--- config.mk ---
export PLATFORM = sky130hd
export DESIGN_NAME = mmu_arbiter
export DESIGN_NICKNAME = d
export VERILOG_FILES = /design/src/rtl/mmu_arbiter_pkg.sv /design/src/rtl/mmu_arbiter_sat_counter.sv /design/src/rtl/mmu_arbiter.sv
export SDC_FILE = /design/constraint.sdc
export NUM_CORES = 1
export LEC_CHECK = 0
export CAP_MARGIN = 20
export CORE_AREA = 5 5 133 135
export DETAILED_ROUTE_END_ITERATION = 7
export DIE_AREA = 0 0 138 140
export GPL_TIMING_DRIVEN = 1
export PLACE_DENSITY = 0.81
export SYNTH_ARGS = -nofsm -noshare
export SYNTH_HDL_FRONTEND = slang
export SYNTH_SLANG_ARGS = --single-unit
--- constraint.sdc ---
create_clock -name clk -period 5 [get_ports clk]
set_input_delay 1 -clock clk [delete_from_list [all_inputs] [get_ports clk]]
set_output_delay 1 -clock clk [all_outputs]
set_load 0.005 [all_outputs]
--- src/rtl/mmu_arbiter_pkg.sv ---
// mmu_arbiter_pkg
//   Shared types and defaults for the MMU request arbiter.
//   - ibus/dbus request and response structs as seen by the pipeline and MMU
//   - mmu_arb_state_t: arbiter state encoding
//   - STARVE_LIMIT_DEFAULT / FLUSH_CYCLES_DEFAULT: parameter defaults
package mmu_arbiter_pkg;

    localparam int STARVE_LIMIT_DEFAULT = 4;
    localparam int FLUSH_CYCLES_DEFAULT = 2;

    typedef struct packed {
        logic        valid;
        logic [31:0] addr;
    } ibus_req_t;

    typedef struct packed {
        logic        addr_ok;
        logic        data_ok;
        logic [31:0] data;
    } ibus_resp_t;

    typedef struct packed {
        logic        valid;
        logic [31:0] addr;
        logic [3:0]  strobe;
        logic [31:0] data;
    } dbus_req_t;

    typedef struct packed {
        logic        addr_ok;
        logic        data_ok;
        logic [31:0] data;
    } dbus_resp_t;

    typedef enum logic [2:0] {
        IDLE    = 3'd0,
        GRANT_I = 3'd1,
        GRANT_D = 3'd2,
        WAIT_I  = 3'd3,
        WAIT_D  = 3'd4,
        FLUSH   = 3'd5
    } mmu_arb_state_t;

endpackage

--- src/rtl/mmu_arbiter_sat_counter.sv ---
// sat_counter
//   Up-counter that sticks at MAX. Clear has priority over increment.
//   Ports:
//     clk, reset : clock, synchronous active-high reset (count -> 0)
//     clr        : synchronous clear
//     inc        : increment request (ignored once count == MAX)
//     count      : current value
module sat_counter #(
    parameter int W   = 3,
    parameter int MAX = 4
) (
    input  logic         clk,
    input  logic         reset,
    input  logic         clr,
    input  logic         inc,
    output logic [W-1:0] count
);

    localparam logic [W-1:0] MAX_V = W'(MAX);

    always_ff @(posedge clk) begin
        if (reset || clr) begin
            count <= '0;
        end else if (inc && (count != MAX_V)) begin
            count <= count + W'(1);
        end
    end

endmodule

--- src/rtl/mmu_arbiter.sv ---
// mmu_arbiter
//   Serialises fetch and memory-stage requests onto the single MMU walker
//   and sequences walker flushes so they only happen between translations.
//   Data requests win unless fetch has waited through STARVE_LIMIT
//   consecutive data grants.
//   Ports:
//     clk, reset        : clock, synchronous active-high reset
//     ireq / dreq       : core fetch / memory-stage requests
//     flush_req         : one-cycle flush request pulse
//     iresp / dresp     : responses routed back to the core
//     i_page_fault      : fault pulse to fetch
//     d_page_fault      : fault pulse to memory stage
//     flush_done        : one-cycle pulse in the last FLUSH cycle
//     busy              : arbiter not in IDLE
//     mmu_ireq/mmu_dreq : latched request presented to the MMU
//     mmu_iresp/mmu_dresp, mmu_page_fault : MMU responses
module mmu_arbiter
    import mmu_arbiter_pkg::*;
#(
    parameter int STARVE_LIMIT = STARVE_LIMIT_DEFAULT,
    parameter int FLUSH_CYCLES = FLUSH_CYCLES_DEFAULT
) (
    input  logic       clk,
    input  logic       reset,
    input  ibus_req_t  ireq,
    input  dbus_req_t  dreq,
    input  logic       flush_req,
    output ibus_resp_t iresp,
    output dbus_resp_t dresp,
    output logic       i_page_fault,
    output logic       d_page_fault,
    output logic       flush_done,
    output logic       busy,
    output ibus_req_t  mmu_ireq,
    output dbus_req_t  mmu_dreq,
    input  ibus_resp_t mmu_iresp,
    input  dbus_resp_t mmu_dresp,
    input  logic       mmu_page_fault
);

    localparam int SW = 3;
    localparam int FW = (FLUSH_CYCLES > 1) ? $clog2(FLUSH_CYCLES + 1) : 1;
    localparam logic [SW-1:0] STARVE_MAX = SW'(STARVE_LIMIT);
    localparam logic [FW-1:0] FLUSH_LAST = FW'(FLUSH_CYCLES - 1);

    mmu_arb_state_t state_q, state_d;
    ibus_req_t      ireq_q;
    dbus_req_t      dreq_q;
    logic           flush_pend_q;
    logic [SW-1:0]  starve_cnt;
    logic [FW-1:0]  flush_cnt;
    logic           grant_i, grant_d, flush_start, flush_last;

    assign flush_last = (state_q == FLUSH) && (flush_cnt == FLUSH_LAST);
    assign busy       = (state_q != IDLE);

    // Consecutive data grants made while fetch was waiting.
    sat_counter #(.W(SW), .MAX(STARVE_LIMIT)) u_starve_cnt (
        .clk   (clk),
        .reset (reset),
        .clr   (grant_i | (grant_d & ~ireq.valid)),
        .inc   (grant_d & ireq.valid),
        .count (starve_cnt)
    );

    // Cycles spent in FLUSH; restarted on every entry.
    sat_counter #(.W(FW), .MAX(FLUSH_CYCLES)) u_flush_cnt (
        .clk   (clk),
        .reset (reset),
        .clr   (flush_start),
        .inc   (state_q == FLUSH),
        .count (flush_cnt)
    );

    always_ff @(posedge clk) begin
        if (reset) begin
            state_q      <= IDLE;
            ireq_q       <= '0;
            dreq_q       <= '0;
            flush_pend_q <= 1'b0;
        end else begin
            state_q <= state_d;
            if (grant_i) ireq_q <= ireq;
            if (grant_d) dreq_q <= dreq;
            // A flush requested mid-translation waits for the next IDLE;
            // one arriving during FLUSH is covered by the flush in progress.
            if (flush_last) begin
                flush_pend_q <= 1'b0;
            end else if (flush_req && (state_q != IDLE) && (state_q != FLUSH)) begin
                flush_pend_q <= 1'b1;
            end
        end
    end

    always_comb begin
        state_d     = state_q;
        grant_i     = 1'b0;
        grant_d     = 1'b0;
        flush_start = 1'b0;
        unique case (state_q)
            IDLE: begin
                if (flush_pend_q || flush_req) begin
                    state_d     = FLUSH;
                    flush_start = 1'b1;
                end else if (dreq.valid && !(ireq.valid && (starve_cnt == STARVE_MAX))) begin
                    state_d = GRANT_D;
                    grant_d = 1'b1;
                end else if (ireq.valid) begin
                    state_d = GRANT_I;
                    grant_i = 1'b1;
                end
            end
            GRANT_I: begin
                if (mmu_page_fault || mmu_iresp.data_ok) state_d = IDLE;
                else if (mmu_iresp.addr_ok)              state_d = WAIT_I;
            end
            WAIT_I: begin
                if (mmu_page_fault || mmu_iresp.data_ok) state_d = IDLE;
            end
            GRANT_D: begin
                if (mmu_page_fault || mmu_dresp.data_ok) state_d = IDLE;
                else if (mmu_dresp.addr_ok)              state_d = WAIT_D;
            end
            WAIT_D: begin
                if (mmu_page_fault || mmu_dresp.data_ok) state_d = IDLE;
            end
            FLUSH: begin
                if (flush_last) state_d = IDLE;
            end
            default: state_d = IDLE;
        endcase
    end

    // Only the granted side sees MMU traffic; a fault suppresses data_ok.
    always_comb begin
        mmu_ireq     = '0;
        mmu_dreq     = '0;
        iresp        = '0;
        dresp        = '0;
        i_page_fault = 1'b0;
        d_page_fault = 1'b0;
        flush_done   = 1'b0;
        unique case (state_q)
            GRANT_I, WAIT_I: begin
                if (state_q == GRANT_I) begin
                    mmu_ireq       = ireq_q;
                    mmu_ireq.valid = 1'b1;
                end
                iresp = mmu_iresp;
                if (mmu_page_fault) begin
                    iresp.data_ok = 1'b0;
                    i_page_fault  = 1'b1;
                end
            end
            GRANT_D, WAIT_D: begin
                if (state_q == GRANT_D) begin
                    mmu_dreq       = dreq_q;
                    mmu_dreq.valid = 1'b1;
                end
                dresp = mmu_dresp;
                if (mmu_page_fault) begin
                    dresp.data_ok = 1'b0;
                    d_page_fault  = 1'b1;
                end
            end
            FLUSH: begin
                flush_done = flush_last;
            end
            default: begin
                flush_done = 1'b0;
            end
        endcase
    end

endmodule

==> impl_metrics.env, run 1 <==
export IMPL_combPwrFrac_pct=38.8
export IMPL_pin_count=348
export IMPL_r2r_slack_ns=2.61
export IMPL_grt_usage_pct=18.5
export IMPL_synth_ff_type="dfxtp_1"
export IMPL_p_switching_uw=922
export IMPL_cts_tree="built"
export IMPL_min_delay_start="dreq_q[46]"
export IMPL_grt_pass1_vias=5435
export IMPL_post_synth_top_area_cell="dfxtp_1"
export IMPL_start_kind="flop"
export IMPL_coreArea_um2=16300
export IMPL_synthTopCellsByCount="nand2_1, and2_1, dfxtp_1, a21oi_1, clkbuf_1"
export IMPL_finalClockSkew_ns=0.00873
export IMPL_post_cts_buffers=0
export IMPL_dr_pass1_iters=4
export IMPL_diodes=0
export IMPL_switching_share_pct=31.7
export IMPL_cts_reportedPaths_clkPinSlew_ns=0.08
export IMPL_antenna_left=0
export IMPL_final_setup_tns_ns=0
export IMPL_grt_busiest_layer="met2"
export IMPL_cts_htree_levels=3
export IMPL_criticalPathCategory="flop to primary output"
export IMPL_wire_per_inst_um=15.2
export IMPL_drv_slew=0
export IMPL_fill_cells=1529
export IMPL_drv_cap=0
export IMPL_clockBufferDepth=2
export IMPL_pwr_share_seq_pct=35.8
export IMPL_holdWs_ns=0.450
export IMPL_ctsHoldBuffers=0
export IMPL_netlist_area_leader_share_pct=41.6
export IMPL_post_route_util_pct=56.2
export IMPL_setup_violations_final=0
export IMPL_ir_drop_mv=0.248
export IMPL_yosys_warnings=0
export IMPL_syn_inst=703
export IMPL_dpl_cell_count=1224
export IMPL_totalWireLength_mm=18.9
export IMPL_die_x_um=138
export IMPL_critPathRequiredTime_ns=4.00
export IMPL_p_int_mw=1.99
export IMPL_r2r_cells=5
export IMPL_vias=5587
export IMPL_antenna_found_initial=0
export IMPL_grt_ovfl_total=0
export IMPL_clock_fmax_mhz=275
export IMPL_portBuffers=347
export IMPL_ys_types=44
export IMPL_place_congestion=0.838
export IMPL_numCtsBuffers=9
export IMPL_gr_usage_met2_pct=30.8
export IMPL_drive_gt1_share_pct=3.62
export IMPL_cts_resized=0
export IMPL_hold_path_class="flop to flop"
export IMPL_ys_seq_area_share_pct=41.6
export IMPL_dieArea_um2=19300
export IMPL_period_minus_slack_ns=3.64
export IMPL_grt_pass1_wl_mm=29.3
export IMPL_critPathCapture="mmu_dreq[31]"
export IMPL_hpwlAfterDp_mm=14.4
export IMPL_drt_initial_drc_count=236
export IMPL_drt_vias_per_instance=4.50
export IMPL_met3_usage_pct=7.43
export IMPL_num_rows=47
export IMPL_die_y_um=140
export IMPL_period_share_pct=72.9
export IMPL_cp_arrival_ns=2.64
export IMPL_synth_fp_nets=881
export IMPL_status="completed"
export IMPL_rr_startpoint="state_q[2]"
export IMPL_r2r_end="dreq_q[64]"
export IMPL_drc=0
export IMPL_crit_path_max_fanout=65
export IMPL_synth_edf_count=0
export IMPL_synthArstFlopShare_pct=0
export IMPL_yosysMostFrequentCell="nand2_1"
export IMPL_tightest_slew_ns=0.742
export IMPL_grt_max_degree=66
export IMPL_clk_latency_ns=0.35
export IMPL_p_leak_nw=3.28
export IMPL_cp_startpoint="state_q[1]"
export IMPL_slew_headroom_pct=50.4
export IMPL_nets=1194
export IMPL_root_buffer="clkbuf_16"
export IMPL_grtUsageMet1_pct=22.4
export IMPL_p_clk_share_pct=25.4
export IMPL_instances_no_fill=1241
export IMPL_syn_area_um2=5240
export IMPL_end_kind="primary output"
export IMPL_syn_avg_cell_area_um2=7.46
export IMPL_synth_seq_cells=109
export IMPL_power_density_nw_per_um2=316
export IMPL_rsz0062_at_grt="no"
export IMPL_hold_viol=0
export IMPL_initial_core_util_pct=32.1
export IMPL_area_growth_pct=75.3
export IMPL_cts_sinks=109
export IMPL_synth_area_leaders="dfxtp_1, and2_1, nand2_1"
[stage by stage]
step	setup WS [ns]	power (mW)	area (um^2)
after floorplan	2.51	1.57	5240
after global placement	1.44	2.16	8840
after detailed placement	1.39	2.19	8860
after CTS	1.21	2.94	9170
after global routing	1.09	3.09	9190
final	1.36	2.91	9190
[how the worst min path moves through the flow]
| stage | endpoint | depth (start not counted) |
|---|---|---|
| floorplan | dreq_q[0] | 2 |
| global placement | dreq_q[54] | 2 |
| detailed placement | dreq_q[8] | 2 |
| CTS | ireq_q[4] | 2 |
| global route | dreq_q[34] | 2 |
| finish | dreq_q[46] | 2 |
[area by class of cell]
| cell class | count | area (um^2) | area share [%] |
|---|---|---|---|
| inverters | 6 | 22.5 | 0.245 |
| multi-input cells | 533 | 2830 | 30.8 |
| repair buffers | 357 | 3570 | 38.9 |
| clock inverters | 7 | 83.8 | 0.912 |
| well taps | 220 | 275 | 3.00 |
| flip-flops and latches | 109 | 2180 | 23.7 |
| clock buffers | 9 | 225 | 2.45 |
[power groups by stage]
stage	registers, mW	logic (mW)	clock network (mW)
detailed placement	1.06	1.13	0
global placement	1.06	1.11	0
CTS	1.04	1.14	0.762
floorplan	1.02	0.550	0
finish	1.04	1.13	0.738
global route	1.06	1.23	0.799
[worst max-delay path, stage by stage, from the launching register on]
cell and delay, ns:
dfxtp_1 0.57, nor3b_4 0.43, buf_4 0.51, and2_1 0.20
clkdlybuf4s50_1 0.55
[cells in the final DEF, fill, tap and decap left out, types with 4 or more instances in the layout]
cell,instances
clkdlybuf4s50_1,346
nand2_1,203
and2_1,168
dfxtp_1,109
a21oi_1,104
clkbuf_16,9
buf_4,9
nor2_1,6
inv_1,5
ha_1,4
[layer usage]
layer / vias up / routed length (um) / part of all wire (%)
met4: 0 / 327 / 1.7
met1: 2519 / 7950 / 42
met2: 184 / 9000 / 48
li1: 2861 / - / -
met5: - / 0 / 0
met3: 23 / 1600 / 8.5
[flip-flops by register name, summed over array words and instances, names as in the netlist]
register and flops:
dreq_q 68, u_flush_cnt.count 2, flush_pend_q 1, state_q 3
u_starve_cnt.count 3, ireq_q 32
[logic make-up (layout without fill, tap and decap cells)]
logic type               after synthesis  in the layout  synth area share (%)
AND/OR/NAND/NOR                      407            407                  39.9
AO/OA/AOI/OAI                        117            117                  11.7
adder cells (fa/ha/maj)                4              4                 0.955
XOR/XNOR                               2              2                 0.334
buffers and inverters                 61            379                  4.89
multiplexers                           3              3                 0.573
flip-flops                           109            109                  41.6
Power figures use the tool's default switching activity.
==> run 2, diff against run 1 <==
--- a/config.mk
+++ b/config.mk
@@ -6,11 +6,11 @@
 export NUM_CORES = 1
 export LEC_CHECK = 0
 export CAP_MARGIN = 20
-export CORE_AREA = 5 5 133 135
+export CORE_MARGIN = 5
+export CORE_UTILIZATION = 33
 export DETAILED_ROUTE_END_ITERATION = 7
-export DIE_AREA = 0 0 138 140
 export GPL_TIMING_DRIVEN = 1
-export PLACE_DENSITY = 0.81
+export PLACE_DENSITY = 0.86
 export SYNTH_ARGS = -nofsm -noshare
 export SYNTH_HDL_FRONTEND = slang
 export SYNTH_SLANG_ARGS = --single-unit
==> constraint.sdc (replaced) <==
create_clock -name clk -period 3.1 [get_ports clk]
set_input_delay 0.62 -clock clk [delete_from_list [all_inputs] [get_ports clk]]
set_output_delay 0.62 -clock clk [all_outputs]
set_load 0.005 [all_outputs]
==> impl_metrics.env, run 2 (synthesized netlist as in run 1, its figures left out) <==
export IMPL_hpwlAfterDp_mm=13.8
export IMPL_dr_pass1_iters=4
export IMPL_drv_cap=0
export IMPL_cts_sinks=109
export IMPL_portBuffers=347
export IMPL_grt_pass1_wl_mm=28.3
export IMPL_crit_path_max_fanout=34
export IMPL_cpPeakStageDelay_ns=0.62
export IMPL_final_common_cell="clkdlybuf4s50_1"
export IMPL_start_kind="flop"
export IMPL_hold_viol=0
export IMPL_grt_pass1_vias=5386
export IMPL_dieArea_um2=18500
export IMPL_reg_top3="dreq_q x68, ireq_q x32"
export IMPL_antenna_found_initial=0
export IMPL_cts_reportedPaths_clkPinSlew_ns=0.07
export IMPL_drt_initial_drc_count=228
export IMPL_holdWs_ns=0.449
export IMPL_crit_slowest_cell="dfxtp_1"
export IMPL_tightest_slew_ns=0.553
export IMPL_wire_per_inst_um=14.9
export IMPL_combPwrFrac_pct=39.7
export IMPL_rsz0062_at_grt="no"
export IMPL_die_x_um=136
export IMPL_antenna_left=0
export IMPL_period_share_pct=92.9
export IMPL_vias=5609
export IMPL_clockBufferDepth=2
export IMPL_area_growth_pct=75.5
export IMPL_post_cts_buffers=0
export IMPL_p_clk_share_pct=23.9
export IMPL_criticalPathCategory="flop to primary output"
export IMPL_die_y_um=136
export IMPL_grt_max_degree=64
export IMPL_total_power_mw=4.61
export IMPL_nets=1199
export IMPL_numCtsBuffers=9
export IMPL_crit_buf_inv=2
export IMPL_slew_headroom_pct=63.1
export IMPL_clk_latency_ns=0.35
export IMPL_place_area_um2=8920
export IMPL_root_buffer="clkbuf_16"
export IMPL_worstPathCellList="xnor2_1, nor2_1, buf_4, and2_1, clkdlybuf4s50_1"
export IMPL_ir_drop_mv=0.350
export IMPL_setup_violations_final=0
export IMPL_grt_usage_pct=19.0
export IMPL_r2r_slack_ns=1.21
export IMPL_pwr_share_seq_pct=36.4
export IMPL_diodes=0
export IMPL_largest_register="dreq_q"
export IMPL_p_leak_nw=3.30
export IMPL_period_minus_slack_ns=2.88
export IMPL_cts_htree_levels=3
export IMPL_clock_fmax_mhz=347
export IMPL_drive_gt1_share_pct=4.09
export IMPL_hold_path_class="flop to flop"
export IMPL_drv_slew=0
export IMPL_end_kind="primary output"
export IMPL_final_setup_tns_ns=0
export IMPL_finalClockSkew_ns=0.00519
export IMPL_coreArea_um2=15700
export IMPL_cts_tree="built"
export IMPL_final_area_um2=9200
export IMPL_p_int_mw=3.15
export IMPL_cts_resized=0
export IMPL_met1_length_mm=7.49
export IMPL_switching_share_pct=31.7
export IMPL_place_congestion=0.828
export IMPL_highest_layer="met4"
export IMPL_drc=0
export IMPL_ctsHoldBuffers=0
export IMPL_p_switching_mw=1.46
export IMPL_wl_met3_mm=1.71
export IMPL_met2_length_mm=8.92
export IMPL_power_density_nw_per_um2=501
export IMPL_pin_count=348
export IMPL_initial_core_util_pct=33.4
export IMPL_num_rows=46
export IMPL_largest_reg_flops=68
export IMPL_drt_vias_per_instance=4.52
export IMPL_final_cell_mix="clkdlybuf4s50_1, nand2_1, and2_1, dfxtp_1, a21oi_1"
export IMPL_critPathRequiredTime_ns=2.48
export IMPL_fill_cells=1382
export IMPL_totalWireLength_mm=18.5
export IMPL_critPathTopFamily="buffers and inverters"
export IMPL_status="completed"
export IMPL_grt_ovfl_total=0
export IMPL_cp_arrival_ns=2.26
[run 2: per-stage QoR]
| stage | std cells | util [%] | worst slack, ns |
|---|---|---|---|
| global route | 1242 | 58.5 | 0.106 |
| detailed placement | 1226 | 56.7 | 0.350 |
| CTS | 1242 | 58.5 | 0.214 |
| finish | 1242 | 58.5 | 0.219 |
| global placement | 1226 | 56.7 | 0.314 |
| floorplan | 703 | - | 1.06 |
[run 2: metal layers]
| metal | GRT usage, % | vias to the layer above |
|---|---|---|
| met4 | 5.21 | 0 |
| met1 | 22.7 | 2522 |
| li1 | - | 2867 |
| met3 | 7.44 | 25 |
| met5 | 0 | - |
| met2 | 31.9 | 195 |
[run 2: power by group through the flow]
stage	registers (mW)	logic [mW]	clock network, mW
after global placement	1.70	1.82	0
final	1.68	1.83	1.10
after floorplan	1.65	0.887	0
after detailed placement	1.71	1.84	0
after CTS	1.68	1.85	1.16
after global routing	1.70	2.00	1.22
[run 2: worst min-delay path, stage by stage (launching register included)]
cell and delay [ns]:
dfxtp_1 0.31, nand2_1 0.05, a21oi_1 0.05
[run 2: worst paths after layout]
path | start | end | depth (start not counted)
worst min-delay path | ireq_q[26] | ireq_q[26] | 2
worst max-delay path | state_q[2] | d_page_fault | 5
worst max register to register | state_q[2] | state_q[2] | 5
worst min register to register | ireq_q[26] | ireq_q[26] | 2
[run 2: final cells by class]
type / instances / area [um^2] / area share (%)
timing repair buffer: 362 / 3620 / 39.4
clock inverter: 6 / 43.8 / 0.476
tap: 216 / 270 / 2.94
clock buffer: 10 / 239 / 2.60
inverter: 6 / 22.5 / 0.245
sequential: 109 / 2180 / 23.7
multi-input combinational: 533 / 2820 / 30.7
==> run 3, diff against run 2 <==
--- a/config.mk
+++ b/config.mk
@@ -8,9 +8,11 @@
 export CAP_MARGIN = 20
 export CORE_MARGIN = 5
 export CORE_UTILIZATION = 33
+export CTS_CLUSTER_DIAMETER = 30
 export DETAILED_ROUTE_END_ITERATION = 7
 export GPL_TIMING_DRIVEN = 1
 export PLACE_DENSITY = 0.86
 export SYNTH_ARGS = -nofsm -noshare
 export SYNTH_HDL_FRONTEND = slang
 export SYNTH_SLANG_ARGS = --single-unit
+export TNS_END_PERCENT = 20
==> results of run 3 <==
The final DEF is identical to that of run 2; final timing and power are the same.
